<file path="src/rtl/alu_mp_ctrl_if.sv">
// Upstream instruction/result interface of the multi-cycle execute controller.
//
// Handshake: an instruction transfers on a rising clk edge where both
// instr_valid and instr_ready are high. The master holds instr stable while
// instr_valid is high. instr_ready is high only while the controller is idle,
// and instr_valid is ignored while instr_ready is low. result/flags are held
// until the next execute; done and err are single-cycle pulses.
interface alu_mp_ctrl_if #(
  parameter int DATA_W = 32
);
  logic              instr_valid;
  logic              instr_ready;
  logic [31:0]       instr;
  logic [DATA_W-1:0] result;
  logic              flag_z;
  logic              flag_c;
  logic              flag_v;
  logic              done;
  logic              err;

  modport master (
    output instr_valid, instr,
    input  instr_ready, result, flag_z, flag_c, flag_v, done, err
  );

  modport slave (
    input  instr_valid, instr,
    output instr_ready, result, flag_z, flag_c, flag_v, done, err
  );
endinterface

</file>
<file path="src/rtl/alu_mp_ctrl.sv">
// Multi-cycle execute controller in front of reg_file.
// Sequence per instruction: IDLE -> DECODE -> READ -> EXEC -> WB -> IDLE.
// reg_file read is registered, so addresses go out at the end of DECODE and
// data is sampled in EXEC. All outputs are registered.
module alu_mp_ctrl #(
  parameter int DATA_W = 32,
  parameter int ADDR_W = 5,
  parameter int OP_W   = 6
) (
  input  logic              clk,
  input  logic              rst,
  alu_mp_ctrl_if.slave      bus,
  output logic [ADDR_W-1:0] rf_addr1,
  output logic [ADDR_W-1:0] rf_addr2,
  output logic [ADDR_W-1:0] rf_addr3,
  output logic              rf_we,
  output logic [DATA_W-1:0] rf_wdata,
  input  logic [DATA_W-1:0] rf_rdata1,
  input  logic [DATA_W-1:0] rf_rdata2,
  output logic [2:0]        dbg_state,
  output logic [31:0]       dbg_instr
);

  localparam int SH_W = $clog2(DATA_W);

  localparam logic [OP_W-1:0] OP_ADD  = OP_W'(0);
  localparam logic [OP_W-1:0] OP_SUB  = OP_W'(1);
  localparam logic [OP_W-1:0] OP_AND  = OP_W'(2);
  localparam logic [OP_W-1:0] OP_OR   = OP_W'(3);
  localparam logic [OP_W-1:0] OP_XOR  = OP_W'(4);
  localparam logic [OP_W-1:0] OP_SLL  = OP_W'(5);
  localparam logic [OP_W-1:0] OP_SRL  = OP_W'(6);
  localparam logic [OP_W-1:0] OP_SLT  = OP_W'(7);
  localparam logic [OP_W-1:0] OP_PASS = OP_W'(8);

  typedef enum logic [2:0] {
    IDLE   = 3'd0,
    DECODE = 3'd1,
    READ   = 3'd2,
    EXEC   = 3'd3,
    WB     = 3'd4
  } state_t;

  state_t state;

  logic [31:0]       instr_q;
  logic              instr_ready_q;
  logic [DATA_W-1:0] result_q;
  logic              flag_z_q;
  logic              flag_c_q;
  logic              flag_v_q;
  logic              done_q;
  logic              err_q;

  // Instruction fields of the latched instruction
  logic [OP_W-1:0]   op;
  logic [ADDR_W-1:0] rs1;
  logic [ADDR_W-1:0] rs2;
  logic [ADDR_W-1:0] rd;

  assign op  = instr_q[31 -: OP_W];
  assign rs1 = instr_q[25 -: ADDR_W];
  assign rs2 = instr_q[20 -: ADDR_W];
  assign rd  = instr_q[15 -: ADDR_W];

  // Shared adder: SUB is A + ~B + 1 so carry out means no-borrow
  logic              is_sub;
  logic [DATA_W-1:0] b_eff;
  logic [DATA_W:0]   sum;

  assign is_sub = (op == OP_SUB);
  assign b_eff  = is_sub ? ~rf_rdata2 : rf_rdata2;
  assign sum    = {1'b0, rf_rdata1} + {1'b0, b_eff} + {{DATA_W{1'b0}}, is_sub};

  logic [DATA_W-1:0] alu_res;
  logic              alu_c;
  logic              alu_v;

  // ALU result and carry/overflow for the latched opcode
  always_comb begin
    alu_res = '0;
    alu_c   = 1'b0;
    alu_v   = 1'b0;
    case (op)
      OP_ADD, OP_SUB: begin
        alu_res = sum[DATA_W-1:0];
        alu_c   = sum[DATA_W];
        alu_v   = (rf_rdata1[DATA_W-1] == b_eff[DATA_W-1]) &&
                  (sum[DATA_W-1] != rf_rdata1[DATA_W-1]);
      end
      OP_AND:  alu_res = rf_rdata1 & rf_rdata2;
      OP_OR:   alu_res = rf_rdata1 | rf_rdata2;
      OP_XOR:  alu_res = rf_rdata1 ^ rf_rdata2;
      OP_SLL:  alu_res = rf_rdata1 << rf_rdata2[SH_W-1:0];
      OP_SRL:  alu_res = rf_rdata1 >> rf_rdata2[SH_W-1:0];
      OP_SLT:  alu_res = ($signed(rf_rdata1) < $signed(rf_rdata2)) ?
                         {{(DATA_W-1){1'b0}}, 1'b1} : '0;
      OP_PASS: alu_res = rf_rdata1;
      default: alu_res = '0;
    endcase
  end

  // Controller FSM with registered outputs; reset aborts any write in flight
  always_ff @(posedge clk or posedge rst) begin
    if (rst) begin
      state         <= IDLE;
      instr_q       <= '0;
      instr_ready_q <= 1'b1;
      rf_addr1      <= '0;
      rf_addr2      <= '0;
      rf_addr3      <= '0;
      rf_we         <= 1'b0;
      rf_wdata      <= '0;
      result_q      <= '0;
      flag_z_q      <= 1'b0;
      flag_c_q      <= 1'b0;
      flag_v_q      <= 1'b0;
      done_q        <= 1'b0;
      err_q         <= 1'b0;
    end else begin
      done_q <= 1'b0;
      err_q  <= 1'b0;
      rf_we  <= 1'b0;
      case (state)
        IDLE: begin
          if (bus.instr_valid && instr_ready_q) begin
            instr_q       <= bus.instr;
            instr_ready_q <= 1'b0;
            state         <= DECODE;
          end
        end
        DECODE: begin
          rf_addr1 <= rs1;
          rf_addr2 <= rs2;
          if (op > OP_PASS) begin
            err_q         <= 1'b1;
            instr_ready_q <= 1'b1;
            state         <= IDLE;
          end else begin
            state <= READ;
          end
        end
        READ: begin
          state <= EXEC;
        end
        EXEC: begin
          result_q <= alu_res;
          flag_z_q <= (alu_res == '0);
          flag_c_q <= alu_c;
          flag_v_q <= alu_v;
          rf_we    <= 1'b1;
          rf_addr3 <= rd;
          rf_wdata <= alu_res;
          done_q   <= 1'b1;
          state    <= WB;
        end
        WB: begin
          instr_ready_q <= 1'b1;
          state         <= IDLE;
        end
        default: begin
          instr_ready_q <= 1'b1;
          state         <= IDLE;
        end
      endcase
    end
  end

  assign bus.instr_ready = instr_ready_q;
  assign bus.result      = result_q;
  assign bus.flag_z      = flag_z_q;
  assign bus.flag_c      = flag_c_q;
  assign bus.flag_v      = flag_v_q;
  assign bus.done        = done_q;
  assign bus.err         = err_q;
  assign dbg_state       = state;
  assign dbg_instr       = instr_q;

endmodule

</file>
<file path="src/flat_wrapper.sv">
// flat-port wrapper written by rule: the top's interface ports become plain ports
module alu_mp_ctrl_flat 
#(
  parameter int DATA_W = 32,
  parameter int ADDR_W = 5,
  parameter int OP_W   = 6
)
  (clk, rst, rf_addr1, rf_addr2, rf_addr3, rf_we, rf_wdata, rf_rdata1, rf_rdata2, dbg_state, dbg_instr, bus_instr_valid, bus_instr, bus_instr_ready, bus_result, bus_flag_z, bus_flag_c, bus_flag_v, bus_done, bus_err);
  alu_mp_ctrl_if #(.DATA_W(DATA_W)) bus_i ();
  input  logic clk;
  input  logic rst;
  output logic [ADDR_W-1:0] rf_addr1;
  output logic [ADDR_W-1:0] rf_addr2;
  output logic [ADDR_W-1:0] rf_addr3;
  output logic rf_we;
  output logic [DATA_W-1:0] rf_wdata;
  input  logic [DATA_W-1:0] rf_rdata1;
  input  logic [DATA_W-1:0] rf_rdata2;
  output logic [2:0] dbg_state;
  output logic [31:0] dbg_instr;
  input wire logic [$bits(bus_i.instr_valid)-1:0] bus_instr_valid;
  input wire logic [$bits(bus_i.instr)-1:0] bus_instr;
  output wire logic [$bits(bus_i.instr_ready)-1:0] bus_instr_ready;
  output wire logic [$bits(bus_i.result)-1:0] bus_result;
  output wire logic [$bits(bus_i.flag_z)-1:0] bus_flag_z;
  output wire logic [$bits(bus_i.flag_c)-1:0] bus_flag_c;
  output wire logic [$bits(bus_i.flag_v)-1:0] bus_flag_v;
  output wire logic [$bits(bus_i.done)-1:0] bus_done;
  output wire logic [$bits(bus_i.err)-1:0] bus_err;
  assign bus_i.instr_valid = bus_instr_valid;
  assign bus_i.instr = bus_instr;
  assign bus_instr_ready = bus_i.instr_ready;
  assign bus_result = bus_i.result;
  assign bus_flag_z = bus_i.flag_z;
  assign bus_flag_c = bus_i.flag_c;
  assign bus_flag_v = bus_i.flag_v;
  assign bus_done = bus_i.done;
  assign bus_err = bus_i.err;
  alu_mp_ctrl #(.DATA_W(DATA_W), .ADDR_W(ADDR_W), .OP_W(OP_W)) u_core (.clk(clk), .rst(rst), .bus(bus_i), .rf_addr1(rf_addr1), .rf_addr2(rf_addr2), .rf_addr3(rf_addr3), .rf_we(rf_we), .rf_wdata(rf_wdata), .rf_rdata1(rf_rdata1), .rf_rdata2(rf_rdata2), .dbg_state(dbg_state), .dbg_instr(dbg_instr));
endmodule
</file>
<file path="config.mk">
export PLATFORM = sky130hd
export DESIGN_NAME = alu_mp_ctrl_flat
export DESIGN_NICKNAME = d
export VERILOG_FILES = /design/src/rtl/alu_mp_ctrl_if.sv /design/src/rtl/alu_mp_ctrl.sv /design/src/flat_wrapper.sv
export SDC_FILE = /design/constraint.sdc
export NUM_CORES = 1
export LEC_CHECK = 0
export CORE_ASPECT_RATIO = 1.1
export CORE_MARGIN = 2
export CORE_UTILIZATION = 50
export CTS_CLUSTER_DIAMETER = 40
export DETAILED_ROUTE_END_ITERATION = 16
export GPL_ROUTABILITY_DRIVEN = 1
export HOLD_SLACK_MARGIN = 0.1
export PLACE_DENSITY = 0.76
export SETUP_SLACK_MARGIN = 0.5
export SYNTH_ARGS = -nofsm -noshare
export SYNTH_HDL_FRONTEND = slang
export SYNTH_SLANG_ARGS = --single-unit
</file>
<file path="constraint.sdc">
create_clock -name clk -period 5.1 [get_ports clk]
set_clock_uncertainty 0.2 [all_clocks]
set_input_delay 1.53 -clock clk [delete_from_list [all_inputs] [get_ports clk]]
set_output_delay 1.53 -clock clk [all_outputs]
set_load 0.01 [all_outputs]
</file>
Yosys cells after proc, flatten, opt, wreduce, memory -nomap -nowiden
Index checks and enable logic that the tools add are counted.
{"block": "totals", "ff_bits": 88, "input_bits": 99}
{"block": "op_classes", "reduce_logical": 9, "bitwise": 5, "eq_ne": 15, "magnitude_cmp": 2, "add_sub_neg": 2, "muxes": 14, "shifts": 2}
{"op": "$pmux W32 S8", "n": 1}
{"op": "$add A32 B32 Y33", "n": 1}
{"op": "$add A33 B1 Y33", "n": 1}
{"op": "$and A32 B32 Y32", "n": 1}
{"op": "$logic_not A32 Y1", "n": 1}
{"op": "$lt A32 B32 Y1", "n": 1}
{"op": "$mux W32", "n": 1}
{"op": "$not A32 Y32", "n": 1}
{"op": "$or A32 B32 Y32", "n": 1}
{"op": "$shl A32 B5 Y32", "n": 1}
{"op": "$shr A32 B5 Y32", "n": 1}
{"op": "$xor A32 B32 Y32", "n": 1}
{"op": "$eq A6 B3 Y1 const B", "n": 4}
{"op": "$eq A6 B2 Y1 const B", "n": 2}
{"op": "$pmux W3 S4", "n": 1}
{"op": "$mux W1", "n": 8}
{"op": "$eq A3 B2 Y1 const B", "n": 2}
{"op": "$eq A6 B1 Y1 const B", "n": 1}
{"op": "$eq A6 B4 Y1 const B", "n": 1}
{"op": "$gt A6 B4 Y1 const B", "n": 1}
{"op": "$logic_not A6 Y1", "n": 1}
{"op": "$ne A2 B1 Y1 const B", "n": 2}
{"op": "$reduce_or A2 Y1", "n": 2}
{"op": "$eq A3 B1 Y1 const B", "n": 1}
{"op": "10 further kinds", "n": 11}

Logic depth before layout (Yosys ltp)
Gate-level depths: netlist (run 1).
{"block": "depth", "ltp_word": 7, "mapped_depth": 18}

Worst setup path after synthesis (run 1)
No wires, ideal clock.
{"block": "synth_path", "path_kind": "input -> register", "startpoint": "input port rf_rdata2[1]", "endpoint": "register u_core.flag_z_q, in the netlist u_core.bus.flag_z", "slack_ps": -609, "cell_stages": 17, "n_path_buf": 5, "arrival_ps": 5406, "path_cell_list": "buf_6 -> buf_6 -> buf_2 -> buf_2 -> buf_1 -> xnor2_1 -> ha_1 -> a31o_4 -> a211oi_2 -> a21oi_1 -> a2111o_1 -> mux2_4 -> a211oi_1 -> nand4_1 -> nor4_1 -> nand4_1 -> o41ai_2"}
{"block": "synth_between", "elab_chain_len": 6, "elab_cells_between_ends": 13, "cone_classes": "add/sub (2); order compare (1); shift (2); mux (3); bitwise (4); reduce/logical (1)"}
{"element": "from (decl)", "line_no": "flat_wrapper.sv:18", "rtl": "input logic [DATA_W-1:0] rf_rdata2;"}
{"element": "$not A32 Y32", "line_no": "alu_mp_ctrl.sv:72", "rtl": "assign b_eff = is_sub ? ~rf_rdata2 : rf_rdata2;"}
{"element": "$mux W32", "line_no": "alu_mp_ctrl.sv:72"}
{"element": "$add A32 B32 Y33", "line_no": "alu_mp_ctrl.sv:73", "rtl": "assign sum = {1'b0, rf_rdata1} + {1'b0, b_eff} + {{DATA_W{1'b0}}, is_sub};"}
{"element": "$add A33 B1 Y33", "line_no": "alu_mp_ctrl.sv:73"}
{"element": "$pmux W32 S8 (*)", "line_no": "alu_mp_ctrl.sv:84", "rtl": "case (op)"}
{"element": "$logic_not A32 Y1 (*)", "line_no": "alu_mp_ctrl.sv:148", "rtl": "flag_z_q <= (alu_res == '0);"}
{"element": "to (signal assigned)", "line_no": "alu_mp_ctrl.sv:148"}
{"element": "to (decl)", "line_no": "alu_mp_ctrl.sv:49", "rtl": "logic flag_z_q;"}
Mark *: on every way between the ends. The rest lies on a longest branch, timed or not.
A chain may end at the register's enable or synchronous reset.

Worst setup path after layout (run 1)
{"block": "layout_path", "startpoint": "input port rf_rdata1[21]", "endpoint": "register u_core.flag_z_q, in the netlist u_core.bus.flag_z"}
{"block": "layout_between", "elab_chain_len": 4, "elab_cells_between_ends": 11, "cone_classes": "add/sub (2); order compare (1); shift (2); mux (2); bitwise (3); reduce/logical (1)"}
{"element": "from (decl)", "line_no": "flat_wrapper.sv:17", "rtl": "input logic [DATA_W-1:0] rf_rdata1;"}
{"element": "$add A32 B32 Y33 or $lt A32 B32 Y1 (tied branches)", "line_no": "alu_mp_ctrl.sv:73, alu_mp_ctrl.sv:96"}
{"element": "$add A33 B1 Y33 or $mux W1 (tied branches)", "line_no": "alu_mp_ctrl.sv:73, alu_mp_ctrl.sv:96"}
{"element": "$pmux W32 S8 (*)", "line_no": "alu_mp_ctrl.sv:84"}
{"element": "$logic_not A32 Y1 (*)", "line_no": "alu_mp_ctrl.sv:148"}
Marks and branches as above.

==> run metrics, run 1 <==
status=completed; ys flop type=dfrtp_1; Yosys warning count=0; worst slew pin tran=1250 ps; Syn Inst Count=1516; CTS tree=yes; die area=0.0269 mm^2; M2 GR Usage=0.673; DIE HEIGHT=172 um; share of layout cells above drive strength 1=0.298; crit-path max FO=3; CP bufs+invs=2; final wirelength=57000 um; Iteration-0 DRC Markers=1659; Pleak=8.38 nW; Clk network pwr share=0.221; min Tclk post-route=4710 ps; Pre-Repair DR Iteration Count=5; largest net degree at the start of global routing=59; fmax=0.212 GHz; CP Launch Type=input pin; multi-input logic area=0.0102 mm^2; # IOs=220; tightest hold margin=277 ps; RSZ-0062 raised after global routing=true; initial antenna violation count=1; global route total overflow=0; Initial Utilization=0.507; EDFF count, synth=0; GRT Max-Usage Layer=met2; CP Cell Sequence=clkdlybuf4s50_1 -> mux4_2 -> mux2_4 -> nor2b_4 -> a2111oi_4 -> buf_4 -> o311ai_4 -> nor4b_2 -> nand4_1 -> nor4_2 -> nand4_1 -> o41ai_2; row cnt=61; CTS H-tree depth=3; most frequent cells in the layout=304 x buf_4, 185 x clkdlybuf4s50_1, 169 x nand2_1; Worst Path Required=5130 ps; sw power=1.06 mW; clk root buf=clkbuf_16; class of the worst hold path=flop to flop; Layout fillers=1894; Comb pwr share=0.530; Final HPWL DP=44700 um; Worst IR Drop VDD=0.000158 V; commonest non-fill, non-tap cell in the layout=buf_4; hold path start=u_core.bus.flag_c; final std cell area, no fill=0.0181 mm^2; Fin. Hold Viols=0; synthesized area per cell=8.46 um^2; Nets=2140; Synth Register Bits=88; Skew-Pair Late Insertion Delay=340 ps; drt via density=6.43; cell count after placement=2210; post-synthesis net count=1750; critical path's largest stage delay=550 ps; M3 GR Usage=0.0867; Die Wd=157 um; relative slew slack=0.167; Max Slew Vio Count=0; async set-or-reset flop fraction in the synthesized netlist=1.00; CTS sink count=88; # port buffers=219; synth unique cells=84; crit path max-delay cell type=mux4_2; setup total negative slack=0 ps; placed inst area=0.0170 mm^2; Max clock buf depth=2; post-route ant nets=0; Seq/Total Area, Yosys=0.172; DRC violations left=0; GRT Util Overall=0.413; first-pass GRT wire length=83500 um; WL/cell=25.3 um; area delta synth->final=41.4%; cts hold-fix bufs=0; maxcap violations=0; Num CTS Buffers=9; CP dominant cell by count=nand4_1; clock-pin slew on the worst setup and hold paths=60 ps; Switching Fraction=0.379; register area=0.00220 mm^2; sequential power share=0.249; Critical Path Sink Type=flop; setup violators final=0; met1 usage=0.509; final cell count without fillers=2258; reg-to-reg startpoint=u_core.dbg_instr[27]; crit path DAT=4740 ps; PwrDens=155 mW/mm^2; vias in the first global route=13800; Crit. Startpoint=rf_rdata1[21]; DR vias=14500; Top delay family on crit path=simple AND/OR/NAND/NOR gates; P_int=1.74 mW; Final period util=0.924; Core ar.=0.0253 mm^2; Crit Path Class=input pin to flop; RePlAce Congestion=1.06; Cell Area, Synth=0.0128 mm^2
layout make-up:
| type | count | share of cell area |
|---|---|---|
| multi-input cells | 1186 | 0.563 |
| repair buffers | 532 | 0.258 |
| flip-flops and latches | 88 | 0.122 |
| well taps | 346 | 0.0239 |
| inverters | 89 | 0.0185 |
| clock buffers | 11 | 0.0134 |
| clock inverters | 5 | 0.00221 |
| diodes | 1 | 0.000138 |
cell families (layout without fill, tap and decap cells):
logic type               after synthesis  in the layout  share of synthesized area
AO/OA/AOI/OAI                        379            379                      0.208
XOR/XNOR                              47             47                     0.0321
adder cells (fa/ha/maj)              135            135                      0.132
buffers and inverters                242            637                     0.0859
flip-flops                            88             88                      0.172
multiplexers                         180            180                      0.205
other                                  0              1                          0
AND/OR/NAND/NOR                      445            445                      0.165
timing repair:
action,in CTS,in global routing
endpoints found under the setup margin,13,15
gates resized for setup,52,95
buffers inserted,26,5
pin swaps,37,54
cell usage after synthesis (6+ instances only):
| cell | number | area share |
|---|---|---|
| inv_1 | 85 | 0.025 |
| a221o_1 | 8 | 0.0062 |
| o221ai_1 | 7 | 0.0048 |
| o21a_1 | 7 | 0.0041 |
| nand2b_1 | 12 | 0.0059 |
| mux4_2 | 56 | 0.098 |
| nor4_1 | 10 | 0.0049 |
| dfrtp_1 | 87 | 0.17 |
| nand3b_1 | 6 | 0.0035 |
| o2bb2ai_1 | 6 | 0.0041 |
| and3_1 | 13 | 0.0063 |
| a211o_1 | 11 | 0.0075 |
| o21ai_0 | 83 | 0.032 |
| nand2_1 | 172 | 0.050 |
| a21oi_1 | 76 | 0.030 |
| o21bai_1 | 8 | 0.0047 |
| mux2i_1 | 55 | 0.043 |
| buf_4 | 34 | 0.020 |
| o211ai_1 | 23 | 0.013 |
| xnor2_1 | 41 | 0.028 |
| a22o_1 | 6 | 0.0041 |
| nand4_1 | 25 | 0.012 |
| a211oi_1 | 26 | 0.015 |
| xor2_1 | 6 | 0.0041 |
| buf_2 | 27 | 0.011 |
| o211a_1 | 6 | 0.0047 |
| a22oi_1 | 17 | 0.010 |
| and2_1 | 7 | 0.0034 |
| nor3_1 | 21 | 0.0082 |
| clkbuf_1 | 71 | 0.021 |
| o2111ai_1 | 10 | 0.0068 |
| buf_1 | 16 | 0.0047 |
| nor2_1 | 92 | 0.027 |
| nand3_1 | 45 | 0.018 |
| mux2_2 | 66 | 0.058 |
| ha_1 | 134 | 0.13 |
| a221oi_1 | 19 | 0.013 |
| o31ai_1 | 7 | 0.0041 |
| nor2b_1 | 10 | 0.0049 |
| a21o_1 | 13 | 0.0076 |
power groups by stage:
stage          combinational [mW]  clock [mW]  sequential [mW]
3_5_place_dp                 1.32           0            0.711
5_1_grt                      1.55       0.651            0.697
3_3_place_gp                 1.30           0            0.711
6_report                     1.49       0.619            0.698
2_1_floorplan               0.688           0            0.711
4_1_cts                      1.39       0.629            0.698
worst reg2reg max path: stages, from the launching register on:
cell      delay [ps]
dfrtp_1          480
nor4_4           360
nand2_2           80
buf_4            230
buf_12           200
xnor2_2          210
ha_4             240
buf_4            140
nand2_2           90
o21ai_2           80
a21o_1           200
a2111o_1         560
mux2_4           370
a211oi_4         290
nand4_1          120
nor4_1           190
buf_4            150
nand4_1          100
o41ai_2          210
final timing paths:
path,end,slack [ps],cells after the start
min in group asynchronous,u_core.rf_wdata[26],1350,2
min,u_core.bus.flag_c,280,2
max,u_core.bus.flag_z,390,12
max reg2reg,u_core.bus.flag_z,510,18
min reg2reg,u_core.bus.flag_c,280,2
max in group asynchronous,u_core.bus.instr_ready,2520,3
flip-flops by register name, indices dropped and copies added, names as in the netlist:
name                    count
u_core.dbg_instr           32
u_core.rf_wdata            32
u_core.rf_addr1             5
u_core.rf_addr2             5
u_core.rf_addr3             5
u_core.dbg_state            3
u_core.bus.done             1
u_core.bus.err              1
u_core.bus.flag_c           1
u_core.bus.flag_v           1
u_core.bus.flag_z           1
u_core.bus.instr_ready      1
metrics by stage:
| stage | setup slack [ps] | power [mW] | utilization |
|---|---|---|---|
| after floorplan | 22.9 | 1.40 | - |
| after global placement | -313 | 2.01 | 0.673 |
| after detailed placement | -414 | 2.03 | 0.673 |
| after CTS | 255 | 2.71 | 0.700 |
| after global routing | 266 | 2.90 | 0.717 |
| final | 387 | 2.80 | 0.717 |
layer usage:
layer	routed length, um	part of all wire
met5	0	0
met4	3830	0.067
met3	5800	0.10
met2	26300	0.46
met1	21100	0.37
(Power assumes the default switching activity.)
==> run 2, diff against run 1 <==
- CORE_ASPECT_RATIO: 1.1 -> 0.75
- CORE_UTILIZATION: 50 -> 56
- PLACE_DENSITY: 0.76 -> 0.84
==> run 2 against run 1 <==
The run now ends with capacitance limit left. Combinational power decreased by 3%. Sequential share of layout area increased by 0.28 points. Power increased by 1.5%. Clock-buffer cell count increased by 1. Global-route usage increased by 5.6 points. Sequential power about the same. Flip-flop and latch count unchanged. Worst setup slack got worse by 220 ps. Critical path type unchanged. Largest power group unchanged.
==> run metrics, run 2 (same netlist as run 1, synthesis figures left out) <==
final cell count without fillers=2177 (was 2258); GRT Util Overall=0.470 (was 0.413); class of the worst hold path=flop to flop (unchanged); drt via density=6.86 (was 6.43); # port buffers=219 (unchanged); Core Util, Final=0.795 (was 0.717); top sig layer=met4 (unchanged); DRC violations left=0 (unchanged); Critical Path Sink Type=flop (unchanged); post-route ant nets=0 (unchanged); Hold Path Stages=2 (unchanged); Final period util=0.968 (was 0.924); RSZ-0062 raised after global routing=true (unchanged); most frequent cells in the layout=267 x buf_4, 196 x clkdlybuf4s50_1, 170 x nand2_1 (was 304 x buf_4, 185 x clkdlybuf4s50_1, 169 x nand2_1); failing checks=capacitance limit; Fin. Hold Viols=0 (unchanged); wire length on met3=8210 um (was 5800 um); DR vias=14900 (was 14500); Final HPWL DP=44500 um (was 44700 um); status=finished with violations (was completed); PwrDens=161 mW/mm^2 (was 155 mW/mm^2); clk root buf=clkbuf_16 (unchanged); cell count after placement=2142 (was 2210); CTS tree=yes (unchanged); Iteration-0 DRC Markers=2440 (was 1659); Nets=2110 (was 2140); maxcap violations=1 (was 0); Initial Utilization=0.575 (was 0.507); crit path DAT=4980 ps (was 4740 ps); Max clock buf depth=2 (unchanged); global route total overflow=0 (unchanged); largest net degree at the start of global routing=89 (was 59); tightest hold margin=274 ps (was 277 ps); final std cell area, no fill=0.0177 mm^2 (was 0.0181 mm^2); worst hold endpoint=u_core.rf_addr3[1] (was u_core.bus.flag_c); hold path start=u_core.rf_addr3[1] (was u_core.bus.flag_c); CTS H-tree depth=3 (unchanged); commonest non-fill, non-tap cell in the layout=buf_4 (unchanged); Crit Path Class=input pin to flop (unchanged); Worst IR Drop VDD=0.000184 V (was 0.000158 V); cts hold-fix bufs=0 (unchanged); row cnt=47 (was 61); relative slew slack=0.00624 (was 0.167); Core ar.=0.0223 mm^2 (was 0.0253 mm^2); DR WL met2=24900 um (was 26300 um); fmax=0.203 GHz (was 0.212 GHz); CTS sink count=88 (unchanged); placed inst area=0.0169 mm^2 (was 0.0170 mm^2); area delta synth->final=38.2% (was 41.4%); share of layout cells above drive strength 1=0.275 (was 0.298); DIE HEIGHT=135 um (was 172 um); Pleak=8.05 nW (was 8.38 nW); r2r setup slk=540 ps (was 510 ps); Worst Path Required=5140 ps (was 5130 ps); WL/cell=26.9 um (was 25.3 um); setup total negative slack=0 ps (unchanged); CP Launch Type=input pin (unchanged); reg-to-reg startpoint=u_core.dbg_instr[27] (unchanged); setup violators final=0 (unchanged); min Tclk post-route=4940 ps (was 4710 ps); RePlAce Congestion=1.09 (was 1.06); worst r2r dst=u_core.bus.flag_z (unchanged); clock-pin slew on the worst setup and hold paths=70 ps (was 60 ps); die area=0.0241 mm^2 (was 0.0269 mm^2); worst reg2reg path depth=18 (unchanged); final wirelength=58500 um (was 57000 um); # IOs=220 (unchanged); initial antenna violation count=2 (was 1); Pre-Repair DR Iteration Count=9 (was 5); met1 WL=21900 um (was 21100 um); Die Wd=179 um (was 157 um); Max Slew Vio Count=0 (unchanged); Skew-Pair Late Insertion Delay=350 ps (was 340 ps); worst slew pin tran=1490 ps (was 1250 ps); Num CTS Buffers=9 (unchanged); crit-path max FO=5 (was 3); first-pass GRT wire length=85300 um (was 83500 um); vias in the first global route=14200 (was 13800)
run 2: critical path, cell delays in order:
cell             delay, ps
clkdlybuf4s50_1        480
ha_1                   420
nand4_1                190
buf_4                  200
a211oi_4               400
nand3_1                260
buf_4                  220
a21oi_1                250
o221ai_1               230
mux2i_1                180
a21oi_2                210
nand3_1                130
o41ai_2                270
run 2: layout make-up:
type,instances,area (um^2)
Clock buffer,12,256
Multi-Input combinational cell,1186,10000
Sequential cell,88,2200
Inverter,89,335
Antenna cell,2,5.00
Timing Repair Buffer,502,4490
Tap cell,294,368
Clock inverter,4,51.3
Fill cell,1390,4580
run 2: power by group:
group	internal, mW	leakage (nW)	total, mW	switching [mW]
registers	0.698	1.06	0.698	0
clock network	0.408	0.149	0.701	0.292
logic	0.661	6.84	1.45	0.784
run 2: repair_timing:
action / in CTS / in global routing
pin swaps: 36 / 18
setup endpoints to repair: 13 / 13
setup buffers: 12 / 5
resized for setup: 58 / 41
run 2: worst max path at each step:
| stage | endpoint | cells after the start | slack, ps | from |
|---|---|---|---|---|
| 3_3_place_gp | u_core.bus.flag_z | 13 | -300 | rf_rdata1[11] |
| 3_5_place_dp | u_core.bus.flag_z | 13 | -460 | rf_rdata2[5] |
| 2_1_floorplan | u_core.bus.flag_z | 17 | 20 | rf_rdata2[1] |
| 5_1_grt | u_core.bus.flag_z | 15 | 150 | rf_rdata1[20] |
| 6_report | u_core.bus.flag_z | 13 | 160 | rf_rdata1[9] |
| 4_1_cts | u_core.bus.flag_z | 14 | 230 | rf_rdata1[20] |
run 2: routing by layer:
metal / vias to the layer above / track usage
li1: 6287 / -
met2: 1257 / 0.696
met5: - / 0
met3: 291 / 0.156
met4: 0 / 0.208
met1: 7099 / 0.623
run 2: stage by stage:
step / setup slack (ps) / power (mW)
final: 164 / 2.84
after global routing: 154 / 2.93
after CTS: 229 / 2.73
after detailed placement: -462 / 2.00
after global placement: -300 / 1.98
after floorplan: 22.9 / 1.40
